==> src/rtl/axil_cmd_pkg.sv <==
// Shared types and AXI response codes for the AXI4-Lite command master.
// Imported by the master and its testbench.
package axil_cmd_pkg;

  typedef enum logic [2:0] {
    IDLE,
    WR,
    WR_B,
    RD_AR,
    RD_R,
    RSP
  } axil_cmd_state_t;

  localparam logic [1:0] RESP_OKAY   = 2'b00;
  localparam logic [1:0] RESP_SLVERR = 2'b10;
  localparam logic [1:0] RESP_DECERR = 2'b11;

endpackage

==> src/rtl/axil_cmd_master_if.sv <==
// AXI4-Lite bundle with all five channels.
// The master modport drives requests; the slave modport drives responses.
interface axil_cmd_master_if #(
  parameter int ADDR_W = 32,
  parameter int DATA_W = 32
);

  logic                  awvalid;
  logic                  awready;
  logic [ADDR_W-1:0]     awaddr;
  logic [2:0]            awprot;
  logic                  wvalid;
  logic                  wready;
  logic [DATA_W-1:0]     wdata;
  logic [DATA_W/8-1:0]   wstrb;
  logic                  bvalid;
  logic                  bready;
  logic [1:0]            bresp;
  logic                  arvalid;
  logic                  arready;
  logic [ADDR_W-1:0]     araddr;
  logic [2:0]            arprot;
  logic                  rvalid;
  logic                  rready;
  logic [DATA_W-1:0]     rdata;
  logic [1:0]            rresp;

  modport master (
    output awvalid, awaddr, awprot, wvalid, wdata, wstrb, bready,
           arvalid, araddr, arprot, rready,
    input  awready, wready, bvalid, bresp, arready, rvalid, rdata, rresp
  );

  modport slave (
    input  awvalid, awaddr, awprot, wvalid, wdata, wstrb, bready,
           arvalid, araddr, arprot, rready,
    output awready, wready, bvalid, bresp, arready, rvalid, rdata, rresp
  );

endinterface

==> src/rtl/axil_cmd_master.sv <==
// Turns a command/response stream into single AXI4-Lite transactions,
// one outstanding at a time, with a watchdog that aborts hung slaves.
module axil_cmd_master
  import axil_cmd_pkg::*;
#(
  parameter int ADDR_W  = 32,
  parameter int DATA_W  = 32,
  parameter int TIMEOUT = 1024
) (
  input  logic                axilite_clk,
  input  logic                axilite_rst,

  input  logic                cmd_valid,
  output logic                cmd_ready,
  input  logic                cmd_wr,
  input  logic [ADDR_W-1:0]   cmd_addr,
  input  logic [DATA_W-1:0]   cmd_wdata,
  input  logic [DATA_W/8-1:0] cmd_wstrb,

  output logic                rsp_valid,
  input  logic                rsp_ready,
  output logic [DATA_W-1:0]   rsp_rdata,
  output logic [1:0]          rsp_resp,
  output logic                rsp_timeout,

  axil_cmd_master_if.master   m_axil
);

  localparam int CNT_W = $clog2(TIMEOUT);
  localparam logic [CNT_W-1:0] CNT_MAX = CNT_W'(TIMEOUT - 1);

  axil_cmd_state_t      state_q;
  logic                 cmdReady_q;
  logic                 awValid_q;
  logic                 wValid_q;
  logic                 bReady_q;
  logic                 arValid_q;
  logic                 rReady_q;
  logic                 rspValid_q;
  logic [DATA_W-1:0]    rspRdata_q;
  logic [1:0]           rspResp_q;
  logic                 rspTimeout_q;
  logic [ADDR_W-1:0]    addr_q;
  logic [DATA_W-1:0]    wdata_q;
  logic [DATA_W/8-1:0]  wstrb_q;
  logic [CNT_W-1:0]     wdog_q;
  logic [CNT_W-1:0]     wdog_d;

  logic awDone;
  logic wDone;
  logic busy;
  logic stepDone;
  logic expired;

  // A channel counts as done once its valid has dropped or it handshakes now.
  always_comb begin
    awDone   = !awValid_q || m_axil.awready;
    wDone    = !wValid_q  || m_axil.wready;
    busy     = 1'b0;
    stepDone = 1'b0;
    case (state_q)
      WR:    begin busy = 1'b1; stepDone = awDone && wDone;   end
      WR_B:  begin busy = 1'b1; stepDone = m_axil.bvalid;     end
      RD_AR: begin busy = 1'b1; stepDone = m_axil.arready;    end
      RD_R:  begin busy = 1'b1; stepDone = m_axil.rvalid;     end
      default: ;
    endcase
    expired = (wdog_q == CNT_MAX);
    wdog_d  = expired ? wdog_q : wdog_q + 1'b1;
  end

  always_ff @(posedge axilite_clk) begin
    if (axilite_rst) begin
      state_q      <= IDLE;
      cmdReady_q   <= 1'b0;
      awValid_q    <= 1'b0;
      wValid_q     <= 1'b0;
      bReady_q     <= 1'b0;
      arValid_q    <= 1'b0;
      rReady_q     <= 1'b0;
      rspValid_q   <= 1'b0;
      rspRdata_q   <= '0;
      rspResp_q    <= RESP_OKAY;
      rspTimeout_q <= 1'b0;
      addr_q       <= '0;
      wdata_q      <= '0;
      wstrb_q      <= '0;
      wdog_q       <= '0;
    end else if (busy && expired && !stepDone) begin
      // Completing handshakes win over expiry; otherwise abandon the bus.
      awValid_q    <= 1'b0;
      wValid_q     <= 1'b0;
      bReady_q     <= 1'b0;
      arValid_q    <= 1'b0;
      rReady_q     <= 1'b0;
      rspValid_q   <= 1'b1;
      rspRdata_q   <= '0;
      rspResp_q    <= RESP_SLVERR;
      rspTimeout_q <= 1'b1;
      state_q      <= RSP;
    end else begin
      if (busy) wdog_q <= wdog_d;
      case (state_q)
        IDLE: begin
          cmdReady_q <= 1'b1;
          if (cmdReady_q && cmd_valid) begin
            cmdReady_q <= 1'b0;
            addr_q     <= cmd_addr;
            wdata_q    <= cmd_wdata;
            wstrb_q    <= cmd_wstrb;
            wdog_q     <= '0;
            if (cmd_wr) begin
              awValid_q <= 1'b1;
              wValid_q  <= 1'b1;
              state_q   <= WR;
            end else begin
              arValid_q <= 1'b1;
              state_q   <= RD_AR;
            end
          end
        end
        WR: begin
          if (m_axil.awready) awValid_q <= 1'b0;
          if (m_axil.wready)  wValid_q  <= 1'b0;
          if (awDone && wDone) begin
            bReady_q <= 1'b1;
            state_q  <= WR_B;
          end
        end
        WR_B: begin
          if (m_axil.bvalid) begin
            bReady_q     <= 1'b0;
            rspValid_q   <= 1'b1;
            rspRdata_q   <= '0;
            rspResp_q    <= m_axil.bresp;
            rspTimeout_q <= 1'b0;
            state_q      <= RSP;
          end
        end
        RD_AR: begin
          if (m_axil.arready) begin
            arValid_q <= 1'b0;
            rReady_q  <= 1'b1;
            state_q   <= RD_R;
          end
        end
        RD_R: begin
          if (m_axil.rvalid) begin
            rReady_q     <= 1'b0;
            rspValid_q   <= 1'b1;
            rspRdata_q   <= m_axil.rdata;
            rspResp_q    <= m_axil.rresp;
            rspTimeout_q <= 1'b0;
            state_q      <= RSP;
          end
        end
        RSP: begin
          if (rsp_ready) begin
            rspValid_q <= 1'b0;
            cmdReady_q <= 1'b1;
            state_q    <= IDLE;
          end
        end
        default: state_q <= IDLE;
      endcase
    end
  end

  assign cmd_ready      = cmdReady_q;
  assign rsp_valid      = rspValid_q;
  assign rsp_rdata      = rspRdata_q;
  assign rsp_resp       = rspResp_q;
  assign rsp_timeout    = rspTimeout_q;

  assign m_axil.awvalid = awValid_q;
  assign m_axil.awaddr  = addr_q;
  assign m_axil.awprot  = 3'b000;
  assign m_axil.wvalid  = wValid_q;
  assign m_axil.wdata   = wdata_q;
  assign m_axil.wstrb   = wstrb_q;
  assign m_axil.bready  = bReady_q;
  assign m_axil.arvalid = arValid_q;
  assign m_axil.araddr  = addr_q;
  assign m_axil.arprot  = 3'b000;
  assign m_axil.rready  = rReady_q;

endmodule

==> src/flat_wrapper.sv <==
// flat-port wrapper written by rule: the top's interface ports become plain ports
module axil_cmd_master_flat import axil_cmd_pkg::*;
#(
  parameter int ADDR_W  = 32,
  parameter int DATA_W  = 32,
  parameter int TIMEOUT = 1024
)
  (axilite_clk, axilite_rst, cmd_valid, cmd_ready, cmd_wr, cmd_addr, cmd_wdata, cmd_wstrb, rsp_valid, rsp_ready, rsp_rdata, rsp_resp, rsp_timeout, m_axil_awvalid, m_axil_awaddr, m_axil_awprot, m_axil_wvalid, m_axil_wdata, m_axil_wstrb, m_axil_bready, m_axil_arvalid, m_axil_araddr, m_axil_arprot, m_axil_rready, m_axil_awready, m_axil_wready, m_axil_bvalid, m_axil_bresp, m_axil_arready, m_axil_rvalid, m_axil_rdata, m_axil_rresp);
  axil_cmd_master_if #(.ADDR_W(ADDR_W), .DATA_W(DATA_W)) m_axil_i ();
  input  logic axilite_clk;
  input  logic axilite_rst;
  input  logic cmd_valid;
  output logic cmd_ready;
  input  logic cmd_wr;
  input  logic [ADDR_W-1:0] cmd_addr;
  input  logic [DATA_W-1:0] cmd_wdata;
  input  logic [DATA_W/8-1:0] cmd_wstrb;
  output logic rsp_valid;
  input  logic rsp_ready;
  output logic [DATA_W-1:0] rsp_rdata;
  output logic [1:0] rsp_resp;
  output logic rsp_timeout;
  output wire logic [$bits(m_axil_i.awvalid)-1:0] m_axil_awvalid;
  output wire logic [$bits(m_axil_i.awaddr)-1:0] m_axil_awaddr;
  output wire logic [$bits(m_axil_i.awprot)-1:0] m_axil_awprot;
  output wire logic [$bits(m_axil_i.wvalid)-1:0] m_axil_wvalid;
  output wire logic [$bits(m_axil_i.wdata)-1:0] m_axil_wdata;
  output wire logic [$bits(m_axil_i.wstrb)-1:0] m_axil_wstrb;
  output wire logic [$bits(m_axil_i.bready)-1:0] m_axil_bready;
  output wire logic [$bits(m_axil_i.arvalid)-1:0] m_axil_arvalid;
  output wire logic [$bits(m_axil_i.araddr)-1:0] m_axil_araddr;
  output wire logic [$bits(m_axil_i.arprot)-1:0] m_axil_arprot;
  output wire logic [$bits(m_axil_i.rready)-1:0] m_axil_rready;
  input wire logic [$bits(m_axil_i.awready)-1:0] m_axil_awready;
  input wire logic [$bits(m_axil_i.wready)-1:0] m_axil_wready;
  input wire logic [$bits(m_axil_i.bvalid)-1:0] m_axil_bvalid;
  input wire logic [$bits(m_axil_i.bresp)-1:0] m_axil_bresp;
  input wire logic [$bits(m_axil_i.arready)-1:0] m_axil_arready;
  input wire logic [$bits(m_axil_i.rvalid)-1:0] m_axil_rvalid;
  input wire logic [$bits(m_axil_i.rdata)-1:0] m_axil_rdata;
  input wire logic [$bits(m_axil_i.rresp)-1:0] m_axil_rresp;
  assign m_axil_awvalid = m_axil_i.awvalid;
  assign m_axil_awaddr = m_axil_i.awaddr;
  assign m_axil_awprot = m_axil_i.awprot;
  assign m_axil_wvalid = m_axil_i.wvalid;
  assign m_axil_wdata = m_axil_i.wdata;
  assign m_axil_wstrb = m_axil_i.wstrb;
  assign m_axil_bready = m_axil_i.bready;
  assign m_axil_arvalid = m_axil_i.arvalid;
  assign m_axil_araddr = m_axil_i.araddr;
  assign m_axil_arprot = m_axil_i.arprot;
  assign m_axil_rready = m_axil_i.rready;
  assign m_axil_i.awready = m_axil_awready;
  assign m_axil_i.wready = m_axil_wready;
  assign m_axil_i.bvalid = m_axil_bvalid;
  assign m_axil_i.bresp = m_axil_bresp;
  assign m_axil_i.arready = m_axil_arready;
  assign m_axil_i.rvalid = m_axil_rvalid;
  assign m_axil_i.rdata = m_axil_rdata;
  assign m_axil_i.rresp = m_axil_rresp;
  axil_cmd_master #(.ADDR_W(ADDR_W), .DATA_W(DATA_W), .TIMEOUT(TIMEOUT)) u_core (.axilite_clk(axilite_clk), .axilite_rst(axilite_rst), .cmd_valid(cmd_valid), .cmd_ready(cmd_ready), .cmd_wr(cmd_wr), .cmd_addr(cmd_addr), .cmd_wdata(cmd_wdata), .cmd_wstrb(cmd_wstrb), .rsp_valid(rsp_valid), .rsp_ready(rsp_ready), .rsp_rdata(rsp_rdata), .rsp_resp(rsp_resp), .rsp_timeout(rsp_timeout), .m_axil(m_axil_i));
endmodule
==> config.mk <==
export PLATFORM = sky130hd
export DESIGN_NAME = axil_cmd_master_flat
export DESIGN_NICKNAME = d
export VERILOG_FILES = /design/src/rtl/axil_cmd_pkg.sv /design/src/rtl/axil_cmd_master_if.sv /design/src/rtl/axil_cmd_master.sv /design/src/flat_wrapper.sv
export SDC_FILE = /design/constraint.sdc
export NUM_CORES = 1
export LEC_CHECK = 0
export ABC_AREA = 1
export CORE_UTILIZATION = 40
export CTS_CLUSTER_SIZE = 20
export DETAILED_ROUTE_END_ITERATION = 8
export PLACE_DENSITY = 0.77
export SYNTH_ARGS = -nofsm -noshare
export SYNTH_HDL_FRONTEND = slang
export SYNTH_SLANG_ARGS = --single-unit
==> constraint.sdc <==
create_clock -name axilite_clk -period 2.75 [get_ports axilite_clk]
set_input_delay 0.4125 -clock axilite_clk [delete_from_list [all_inputs] [get_ports axilite_clk]]
set_output_delay 0.4125 -clock axilite_clk [all_outputs]
set_load 0.005 [all_outputs]
**Word-level counts from Yosys, hierarchy flattened**

Cells that the tools add are included.

- Add/sub/neg operators: 1
- Reductions and logical operators: 32
- Bitwise logic cells: 1
- Eq/ne operators: 22
- Muxes and demuxes: 48

Operators by type and width:

| kind | number |
|---|---|
| two-way mux 32 bit | 2 |
| one-hot mux 32 bit (2 select lines) | 1 |
| two-way mux 10 bit | 4 |
| two-way mux 3 bit | 7 |
| two-way mux 1 bit | 19 |
| one-hot mux 3 bit (6 select lines) | 1 |
| AND reduction 3 bit | 6 |
| inequality test 2 bit (second input constant) | 8 |
| AND reduction 4 bit | 4 |
| one-hot mux 1 bit (2 select lines) | 7 |
| inequality test 3 x 2 -> 1 bit (second input constant) | 4 |
| AND reduction 6 bit | 2 |
| nonzero test 2 bit | 6 |
| adder 10 x 1 -> 10 bit (second input constant) | 1 |
| equality test 10 bit (second input constant) | 1 |
| two-way mux 2 bit | 4 |
| equality test 3 x 2 -> 1 bit (second input constant) | 2 |
| equality test 3 bit (second input constant) | 2 |
| inequality test 3 x 1 -> 1 bit (second input constant) | 2 |
| logical AND 1 bit | 4 |
| inequality test 2 x 1 -> 1 bit (second input constant) | 2 |
| one-hot mux 1 bit (4 select lines) | 1 |
| one-hot mux 2 bit (2 select lines) | 1 |
| nonzero test 4 bit | 1 |
| other kinds (9) | 12 |

- Output and inout bits: 148
- Bits in registers: 123
- Bits of input ports: 114
- Word-level logic and storage cells: 121

**Logic depth before layout (Yosys ltp)**

Gate-level depths: netlist of the first run.

- Word-level depth: 8
- Mapped depth: 12
- Mapped depth without buffers: 11

**Worst setup path after synthesis of the first run**

OpenSTA, ideal clock, no wires.

- Kind: register to register
- Start: reg u_core.wdog_q[0]
- End: reg u_core.rspRdata_q[15], in the netlist u_core.rsp_rdata[15]
- Data arrival time: 1.410 ns
- Library setup time: 0.115 ns
- Cell stages (with the launch flop): 11
- Setup slack: 1.226 ns
- Data required time: 2.635 ns
- Clock period less this slack: 1.524 ns
- Buffers on the path: 2
- Cells stage by stage: dfxtp_1 ha_1 nand2_1 inv_1 nand3_1 nor2_2 nand2_4 nand2_4 buf_6 buf_8 a21oi_2

- Word-level cells in the longest chain between the ends: 4

RTL lines:

| item | RTL line | text |
|---|---|---|
| start, declared | axil_cmd_master.sv:46 | `logic [CNT_W-1:0] wdog_q;` |
| start signal, assigned | axil_cmd_master.sv:102 | `if (busy) wdog_q <= wdog_d;` |
| equality test 10 bit | axil_cmd_master.sv:68 | `expired = (wdog_q == CNT_MAX);` |
| logical AND 1 bit (2 in a row) | axil_cmd_master.sv:89 | `end else if (busy && expired && !stepDone) begin` |
| OR reduction 2 bit (no source line) | -- |  |
| end signal, assigned | axil_cmd_master.sv:151 | `rspRdata_q <= m_axil.rdata;` |
| end, declared | axil_cmd_master.sv:40 | `logic [DATA_W-1:0] rspRdata_q;` |

Every way passes these cells.
A chain may end at the register's enable or synchronous reset.

**Worst setup path after layout of the first run**

- Start: reg u_core.state_q[2]
- End: reg u_core.arValid_q, in the netlist u_core.m_axil.arvalid

- Word-level cells in the longest chain between the ends: 6
- Elaborated cells on any way between the ends: 18
- Those cells by class: eq/ne (7); mux (3); reduce/logical (8)

RTL lines:

| item | RTL line | text |
|---|---|---|
| start, declared | axil_cmd_master.sv:32 | `axil_cmd_state_t state_q;` |
| start signal, assigned | axil_cmd_master.sv:74 | `state_q <= IDLE;` |
| start signal, assigned | axil_cmd_master.sv:100 | `state_q <= RSP;` |
| start signal, assigned | axil_cmd_master.sv:115 | `state_q <= WR;` |
| equality test 3 x 1 -> 1 bit, or another cell as far along | axil_cmd_master.sv:61 | `case (state_q)` |
| OR reduction 4 bit (no source line) | -- |  |
| two-way mux 1 bit | axil_cmd_master.sv:61 |  |
| logical AND 1 bit (2 in a row) | axil_cmd_master.sv:89 |  |
| OR reduction 2 bit (no source line) | -- |  |
| end signal, assigned | axil_cmd_master.sv:79 | `arValid_q <= 1'b0;` |
| end signal, assigned | axil_cmd_master.sv:94 | `arValid_q <= 1'b0;` |
| end signal, assigned | axil_cmd_master.sv:117 | `arValid_q <= 1'b1;` |
| end, declared | axil_cmd_master.sv:37 | `logic arValid_q;` |

Several ways; a longest one is shown, not always the timed one.

==> results of run 1 <==
## sequential cells by signal (all words and copies together), names as in the netlist
register,flops
u_core.m_axil.araddr,32
u_core.rsp_rdata,32
u_core.m_axil.wdata,32
u_core.cmd_ready,1
u_core.state_q,3
u_core.rsp_resp,2
u_core.rsp_valid,1
u_core.m_axil.bready,1
u_core.rsp_timeout,1
u_core.m_axil.rready,1
u_core.m_axil.arvalid,1
u_core.m_axil.awvalid,1
u_core.m_axil.wvalid,1
u_core.wdog_q,10
u_core.m_axil.wstrb,4
## power by group through the flow
stage	Sequential [mW]	Combinational, mW	Clock, mW
2_1_floorplan	2.14	1.34	0
3_3_place_gp	2.20	2.03	0
5_1_grt	2.20	2.23	2.35
3_5_place_dp	2.20	2.04	0
6_report	2.17	2.04	2.22
4_1_cts	2.17	2.05	2.25
## synth_stat cells, drive strengths merged
cell type / n / area (um2)
nand3: 91 / 465
o211ai: 1 / 7.51
nor2: 31 / 150
nand4: 38 / 238
nor3: 2 / 10.0
xnor2: 3 / 26.3
inv: 30 / 113
dfxtp: 123 / 2460
nand2: 160 / 633
conb: 1 / 3.75
xor2: 1 / 8.76
o21ai: 10 / 50.0
buf: 68 / 475
nand3b: 1 / 7.51
ha: 1 / 12.5
clkinv: 1 / 3.75
a21oi: 110 / 588
clkbuf: 20 / 75.1
## worst min-delay path, cell delays in order
cell and delay, ns:
buf_2 0.09, inv_1 0.10, nand2_1 0.09, inv_1 0.03
## cell type report
class	instances	area, um2
clock inverters	8	120
well taps	172	215
multi-input cells	455	2220
repair buffers	264	2640
inverters	31	116
flip-flops and latches	123	2460
clock buffers	21	460
fillers	1113	4590
## logic make-up (layout without fill, tap and decap cells)
group	Yosys count	after routing	share of synthesized area [%]
AND/OR/NAND/NOR	323	323	28.2
flip-flops	123	123	46.2
AO/OA/AOI/OAI	121	121	12.1
buffers and inverters	119	324	12.5
XOR/XNOR	4	4	0.657
adder cells (fa/ha/maj)	1	1	0.235
other	1	6	0.0704
## layer usage
| metal | share of wire, % | track usage [%] |
|---|---|---|
| met5 | 0 | 0 |
| met4 | 2.1 | 9.90 |
| met3 | 8.3 | 6.81 |
| met2 | 48 | 37.6 |
| met1 | 42 | 26.7 |
## worst paths after layout
path | endpoint | slack [ns] | cells past startpoint
setup / recovery | u_core.m_axil.arvalid | 0.62 | 8
hold / removal | u_core.state_q[0] | 0.35 | 4
setup reg to reg | u_core.m_axil.arvalid | 0.62 | 8
hold reg to reg | u_core.rsp_resp[0] | 0.46 | 2
## metrics by stage
stage / area [um2] / power (mW) / instances / util (%)
after global placement: 7650 / 4.23 / 1045 / 59.7
after global routing: 8230 / 6.78 / 1074 / 64.2
after detailed placement: 7650 / 4.24 / 1045 / 59.7
final: 8230 / 6.43 / 1074 / 64.2
after floorplan: 5350 / 3.48 / 697 / -
after CTS: 8230 / 6.48 / 1074 / 64.2
==> metrics.yaml, run 1 <==
floorplan:
  die_w_um: 117
  fp.dieH_um: 117
  row_count: 41
  ios: 262
  die-area_um2: 13800
  initial_core_util_pct: 41.6
  core_area_um2: 12800
synth:
  synth-seq-cells: 123
  syn-cell-area_um2: 5330
  avgSynthCellArea_um2: 7.70
  yosys_warnings: 0
  synth.distinct_cells: 31
  synthCells: 692
  ys_seq_area_share_pct: 46.2
routing:
  drc: 0
  drt_first_pass_iters: 4
  vias: 5360
  ant_nets: 0
  finalWirelength_um: 15700
  via_per_inst: 4.99
  routedWlPerCell_um: 14.6
  drtIter0Drc: 283
sta:
  rsz0062_at_grt: "no"
  slew_headroom_pct: 47.6
  worst_pin_slew_ns: 0.786
  layout_min_cycle_time_ns: 2.13
  post-route-period-util_pct: 77.5
  hold_ws_ns: 0.345
  layout_setup_ws_ns: 0.619
  finalSetupViolCount: 0
  slew_violations: 0
  max_freq_ghz: 0.469
  hold_viol: 0
  tns_ns: 0
  clock_skew_ns: 0.0111
clock_network:
  insertion_delay_ns: 0.41
  clk_pin_slew_ns: 0.05
  clock_path_buffers: 2
  post_cts_buffers: 0
  cts_tree: "yes"
  cts.sinks: 123
  cts.repair.resized: 0
  htreeDepth: 4
  numCtsBuffers: 17
  clock-root-buffer: "clkbuf_16"
  ctsHoldBuffers: 0
final_layout:
  mostFrequentLayoutCell: "clkdlybuf4s50_1"
  drive_gt1_share_pct: 7.32
  fin_nets: 1007
  final_cell_mix: "254 x clkdlybuf4s50_1, 153 x nand2_1, 123 x dfxtp_1"
  antenna_cells: 0
  areaGrowthSynthToFinish_pct: 54.5
setup_path:
  slowest_delay_ns: 0.54
  r2r_start: "u_core.state_q[2]"
  crit_start: "u_core.state_q[2]"
  endpoint_kind: "flop"
  cp_max_fo: 69
  worstPathArrival_ns: 2.47
  crit_family: "simple AND/OR/NAND/NOR gates"
  path_buf_inv: 2
  cp_common_cell: "nor2_1"
  crit_type: "flop to flop"
  crit_required_ns: 3.09
  cp_slowest_cell: "buf_4"
  start_kind: "flop"
  crit_chain: "nor2_4, nand2_2, inv_2, buf_4, nand2_1, nor2_1, o21ai_0, nor2_1"
status:
  status: "finished clean"
placement:
  dp_slack_ns: 0.606
  dpl.hpwl_um: 10600
  io_buffers: 255
  gp_congestion: 0.819
grt:
  grt_antenna_before_repair: 1
  grt_max_degree: 75
  grtUsageTotal_pct: 22.6
  grt_pass1_vias: 5017
  overflow: 0
  grt_pass1_wl_um: 24900
job:
  cap_violations: 0
pwr:
  ir_drop_uv: 478
  power_density_nw_per_um2: 780
  p_comb_share_pct: 31.7
  intPower_mw: 4.32
  power.share.clock_pct: 34.5
  switching_power_mw: 2.10
  p_leak_nw: 2.98
  seqPwrFrac_pct: 33.8
  swShare_pct: 32.7
worst_hold_path:
  hold_path.class: "input port to flop"
  hold_start: "axilite_rst"
No activity file was read; power rests on OpenSTA's default activity.
==> run 2: changes to the inputs <==
==> constraint.sdc (replaced) <==
create_clock -name axilite_clk -period 2.1 [get_ports axilite_clk]
set_input_delay 0.315 -clock axilite_clk [delete_from_list [all_inputs] [get_ports axilite_clk]]
set_output_delay 0.315 -clock axilite_clk [all_outputs]
set_load 0.005 [all_outputs]
==> metrics.yaml, run 2 (same netlist as run 1, synthesis figures left out) <==
status:
  status: "finished clean"
floorplan:
  fp.dieH_um: 117  # unchanged
  die-area_um2: 13800  # unchanged
  initial_core_util_pct: 41.6  # unchanged
  row_count: 41  # unchanged
  die_w_um: 117  # unchanged
  core_area_um2: 12800  # unchanged
  ios: 262  # unchanged
job:
  cap_violations: 0  # unchanged
final_layout:
  drive_gt1_share_pct: 8.33  # +1.0 points
  fin_util_pct: 65.3  # +1.1 points
  antenna_cells: 0  # unchanged
  final_cell_mix: "254 x clkdlybuf4s50_1, 153 x nand2_1, 123 x dfxtp_1"
  stdcell_count: 1084  # +0.93%
  mostFrequentLayoutCell: "clkdlybuf4s50_1"
  areaGrowthSynthToFinish_pct: 57.1
  fin_nets: 1016  # +0.89%
  final_cell_area_um2: 8370  # +1.7%
pwr:
  power_mw: 8.67  # +35%
  power_density_nw_per_um2: 1040  # +33%
  power.share.clock_pct: 35.5  # +1.0 points
  ir_drop_uv: 568  # +19%
  p_comb_share_pct: 31.9  # +0.2 points
  seqPwrFrac_pct: 32.7  # -1.1 points
  switching_power_mw: 2.74  # +30%
  p_leak_nw: 3.06  # +2.5%
  swShare_pct: 31.7  # -1.1 points
  intPower_mw: 5.92  # +37%
sta:
  layout_setup_ws_ns: 0.254  # -0.365 ns
  worst_pin_slew_ns: 0.531  # -0.255 ns
  layout_min_cycle_time_ns: 1.85  # -0.285 ns
  rsz0062_at_grt: "no"
  tns_ns: 0  # unchanged
  slew_headroom_pct: 64.5  # +17 points
  post-route-period-util_pct: 87.9  # +10 points
  slew_violations: 0  # unchanged
  hold_ws_ns: 0.305  # -0.0400 ns
  finalSetupViolCount: 0  # unchanged
  max_freq_ghz: 0.542  # +15%
  hold_viol: 0  # unchanged
  clock_skew_ns: 0.00722  # -0.00391 ns
placement:
  dpl.hpwl_um: 10800  # +2.0%
  place_inst: 1054  # +0.86%
  io_buffers: 255  # unchanged
  gp_congestion: 0.832  # +1.6%
  dp_slack_ns: 0.215  # -0.391 ns
  dpl_cell_area_um2: 7750  # +1.2%
clock_network:
  ctsHoldBuffers: 0  # unchanged
  cts_tree: "yes"
  post_cts_buffers: 0  # unchanged
  numCtsBuffers: 17  # unchanged
  insertion_delay_ns: 0.41  # about the same
  clock-root-buffer: "clkbuf_16"
  clock_path_buffers: 2  # unchanged
  clk_pin_slew_ns: 0.05  # about the same
  cts.repair.resized: 0  # unchanged
  cts.sinks: 123  # unchanged
  htreeDepth: 4  # unchanged
routing:
  vias: 5277  # -1.5%
  via_per_inst: 4.87  # -2.5%
  drc: 0  # unchanged
  finalWirelength_um: 15500  # -1.1%
  ant_nets: 0  # unchanged
  routedWlPerCell_um: 14.3  # -2.0%
  drtIter0Drc: 275  # -2.8%
  drt_first_pass_iters: 4  # unchanged
worst_hold_path:
  hold_path.class: "input port to flop"
setup_path:
  worstPathArrival_ns: 2.19  # -0.28 ns
  crit_type: "flop to flop"
  crit_required_ns: 2.44  # -0.65 ns
  cp_max_fo: 34  # -51%
  cp_slowest_cell: "dfxtp_1"
  crit_family: "simple AND/OR/NAND/NOR gates"
  endpoint_kind: "flop"
  start_kind: "flop"
  crit_chain: "nor2_2, nand3_1, nand2_2, inv_2, nand2_1, a21oi_2"
  path_buf_inv: 1  # -1
  slowest_delay_ns: 0.59  # +0.05 ns
grt:
  grt_pass1_wl_um: 24900  # about the same
  grt_max_degree: 75  # unchanged
  grt_antenna_before_repair: 0  # -1
  grtUsageTotal_pct: 22.6  # about the same
  grt_pass1_vias: 4970  # -0.94%
  overflow: 0  # unchanged
[run 2: path summary, 6_finish.rpt]
path | to | from | slack (ns) | cells past startpoint
max | u_core.rsp_rdata[22] | u_core.state_q[0] | 0.25 | 6
min | u_core.state_q[0] | axilite_rst | 0.31 | 4
max reg2reg | u_core.rsp_rdata[22] | u_core.state_q[0] | 0.25 | 6
min reg2reg | u_core.rsp_rdata[12] | u_core.rsp_rdata[12] | 0.46 | 2
[run 2: worst register-to-register path: stages (launching register included)]
cell and delay [ns]:
dfxtp_1 0.59, nor2_2 0.11, nand3_1 0.15, nand2_2 0.19
inv_2 0.45, nand2_1 0.14, a21oi_2 0.14
[run 2: layout make-up]
class | instances | area [um2]
multi-input combinational | 455 | 2220
inverter | 31 | 116
sequential | 123 | 2460
tap | 172 | 215
fill | 1118 | 4450
timing repair buffer | 273 | 2730
clock inverter | 7 | 138
clock buffer | 23 | 488
[run 2: power groups by stage]
stage               combinational (mW)  clock [mW]  sequential (mW)
CTS                               2.77        3.14             2.83
floorplan                         1.75           0             2.81
finish                            2.76        3.07             2.83
global route                      3.03        3.25             2.87
detailed placement                2.75           0             2.88
global placement                  2.76           0             2.87
[run 2: routing by layer]
layer,vias up,global-route usage [%],wire length (um)
li1,2689,-,-
met1,2373,26.9,6660
met2,198,37.2,7510
met3,17,7.49,1070
met4,0,9.09,259
met5,-,0,0
==> run 3: changes to the inputs <==
--- a/config.mk
+++ b/config.mk
@@ -6,10 +6,11 @@
 export NUM_CORES = 1
 export LEC_CHECK = 0
 export ABC_AREA = 1
-export CORE_UTILIZATION = 40
+export CAP_MARGIN = 20
+export CORE_UTILIZATION = 37
 export CTS_CLUSTER_SIZE = 20
 export DETAILED_ROUTE_END_ITERATION = 8
-export PLACE_DENSITY = 0.77
+export PLACE_DENSITY = 0.74
 export SYNTH_ARGS = -nofsm -noshare
 export SYNTH_HDL_FRONTEND = slang
 export SYNTH_SLANG_ARGS = --single-unit
==> constraint.sdc (replaced) <==
create_clock -name axilite_clk -period 1.5 [get_ports axilite_clk]
set_input_delay 0.225 -clock axilite_clk [delete_from_list [all_inputs] [get_ports axilite_clk]]
set_output_delay 0.225 -clock axilite_clk [all_outputs]
set_load 0.005 [all_outputs]
==> metrics.yaml, run 3 (same netlist as run 1, synthesis figures left out) <==
worst_hold_path:
  hold_path.class: "input port to flop"
  hold_end: "u_core.state_q[0]"
  hold_depth: 4  # unchanged
  hold_start: "axilite_rst"
setup_path:
  r2r_slack_ns: -0.02  # -0.27 ns
  crit_required_ns: 1.84  # -0.60 ns
  crit_type: "flop to flop"
  r2r_start: "u_core.state_q[2]"
  worstPathArrival_ns: 1.86  # -0.33 ns
  cp_max_fo: 8  # -76%
  start_kind: "flop"
  r2r_cells: 9  # +3
  endpoint_kind: "flop"
  r2r_end: "u_core.rsp_rdata[31]"
job:
  cap_violations: 0  # unchanged
sta:
  layout_setup_ws_ns: -0.0179  # -0.272 ns
  slew_violations: 0  # unchanged
  post-route-period-util_pct: 101  # +13 points
  finalSetupViolCount: 10  # +10
  layout_min_cycle_time_ns: 1.52  # -0.328 ns
  clock_skew_ns: 0.00762  # +0.000401 ns
  max_freq_ghz: 0.659  # +22%
  hold_viol: 0  # unchanged
  rsz0062_at_grt: "yes"
final_layout:
  drive_gt1_share_pct: 20.8  # +12 points
  stdcell_count: 1126  # +3.9%
  fin_nets: 1049  # +3.2%
  antenna_cells: 0  # unchanged
  mostFrequentLayoutCell: "nand2_1"
  areaGrowthSynthToFinish_pct: 74.0
  final_cell_mix: "148 x nand2_1, 117 x clkdlybuf4s50_1, 84 x nand3_1"
  fillers: 1117  # -0.089%
clock_network:
  clock-root-buffer: "clkbuf_16"
  numCtsBuffers: 17  # unchanged
  htreeDepth: 4  # unchanged
  cts.sinks: 123  # unchanged
  insertion_delay_ns: 0.41  # about the same
  clock_path_buffers: 2  # unchanged
  ctsHoldBuffers: 0  # unchanged
  cts_tree: "yes"
  clk_pin_slew_ns: 0.05  # about the same
pwr:
  p_comb_share_pct: 36.5  # +4.6 points
  power_mw: 13.5  # +56%
  intPower_mw: 9.01  # +52%
  switching_power_mw: 4.47  # +63%
  seqPwrFrac_pct: 29.6  # -3.1 points
  ir_drop_uv: 728  # +28%
  swShare_pct: 33.1  # +1.5 points
  power_density_nw_per_um2: 1450  # +40%
  power.share.clock_pct: 34.0  # -1.5 points
  p_leak_nw: 5.09  # +66%
floorplan:
  fp.dieH_um: 122  # +3.9%
  ios: 262  # unchanged
  core_area_um2: 14000  # +9.1%
  initial_core_util_pct: 38.1  # -3.5 points
  row_count: 43  # +4.9%
  die-area_um2: 14900  # +8.0%
  die_w_um: 122  # +3.9%
grt:
  grt_antenna_before_repair: 0  # unchanged
  grt_max_degree: 75  # unchanged
  grt_pass1_vias: 5156  # +3.7%
  grtUsageTotal_pct: 21.5  # -1.1 points
  overflow: 0  # unchanged
  grt_pass1_wl_um: 25000  # +0.39%
placement:
  dpl.hpwl_um: 10800  # -0.21%
  place_inst: 1086  # +3.0%
  gp_congestion: 0.847  # +1.9%
  io_buffers: 255  # unchanged
routing:
  routedWlPerCell_um: 15.6  # +9.2%
  drt_first_pass_iters: 4  # unchanged
  drc: 0  # unchanged
  ant_nets: 0  # unchanged
  vias: 5603  # +6.2%
  drtIter0Drc: 254  # -7.6%
  via_per_inst: 4.98  # +2.2%
  finalWirelength_um: 17600  # +13%
status:
  violations: "setup timing"
  status: "finished, violations left"
==> run 3: what timing repair did <==
| action | 4_1_cts | 5_1_grt |
|---|---|---|
| gates cloned | 1 | 5 |
| setup endpoints to repair | 135 | 204 |
| resized for setup | 96 | 154 |
| buffers inserted | 1 | 5 |
| pin swaps | 0 | 12 |
==> run 3: per-layer routing <==
layer	up-vias	wire length (um)	GRT usage, %
li1	2756	-	-
met4	0	345	9.72
met1	2611	7500	26.0
met2	212	8410	34.1
met3	24	1330	7.40
met5	-	0	0
==> run 3: worst max-delay path, cell delays in order, from the launching register on <==
cell     delay [ns]
dfxtp_4        0.36
buf_6          0.12
nor2_4         0.17
nand2_2        0.10
o21ai_2        0.14
nor2_2         0.08
nand2_4        0.10
nand2_8        0.10
buf_8          0.17
a21oi_2        0.11
==> run 3: cell type report <==
cell class / instances / area, um2 / area share [%]
clock inverters: 10 / 189 / 2.04
inverters: 31 / 124 / 1.34
well taps: 180 / 225 / 2.43
repair buffers: 306 / 3310 / 35.7
flip-flops and latches: 123 / 2520 / 27.2
clock buffers: 21 / 470 / 5.07
multi-input cells: 455 / 2430 / 26.3
==> run 3: per-stage QoR <==
step / TNS (ns) / worst slack, ns / hold WS, ns / area [um2] / util (%)
2_1_floorplan: 0 / 0.0138 / 0.389 / 5360 / -
3_3_place_gp: -5.37 / -0.136 / 0.445 / 8010 / 57.2
3_5_place_dp: -7.52 / -0.147 / 0.446 / 8010 / 57.2
4_1_cts: 0 / 0.000125 / 0.257 / 8700 / 62.2
5_1_grt: -2.63 / -0.0813 / 0.303 / 9270 / 66.3
6_report: -0.0591 / -0.0179 / 0.273 / 9270 / 66.3
==> run 3: power by group through the flow <==
stage	combinational, mW	clock, mW	sequential (mW)
2_1_floorplan	2.45	0	3.93
5_1_grt	5.30	4.83	4.03
3_3_place_gp	4.33	0	3.95
6_report	4.92	4.58	3.98
4_1_cts	4.31	4.65	3.92
3_5_place_dp	4.36	0	3.96
==> run 3: worst max-delay path by stage <==
| stage | start | to | slack, ns | depth (start not counted) |
|---|---|---|---|---|
| after global placement | m_axil_wready | u_core.state_q[2] | -0.14 | 12 |
| final | u_core.state_q[2] | u_core.rsp_rdata[31] | -0.02 | 9 |
| after floorplan | u_core.wdog_q[0] | u_core.rsp_rdata[15] | 0.01 | 10 |
| after CTS | u_core.m_axil.wdata[9] | m_axil_wdata[9] | 0.0001 | 1 |
| after detailed placement | m_axil_wready | u_core.rsp_rdata[1] | -0.15 | 10 |
| after global routing | u_core.state_q[2] | u_core.rsp_rdata[24] | -0.08 | 9 |
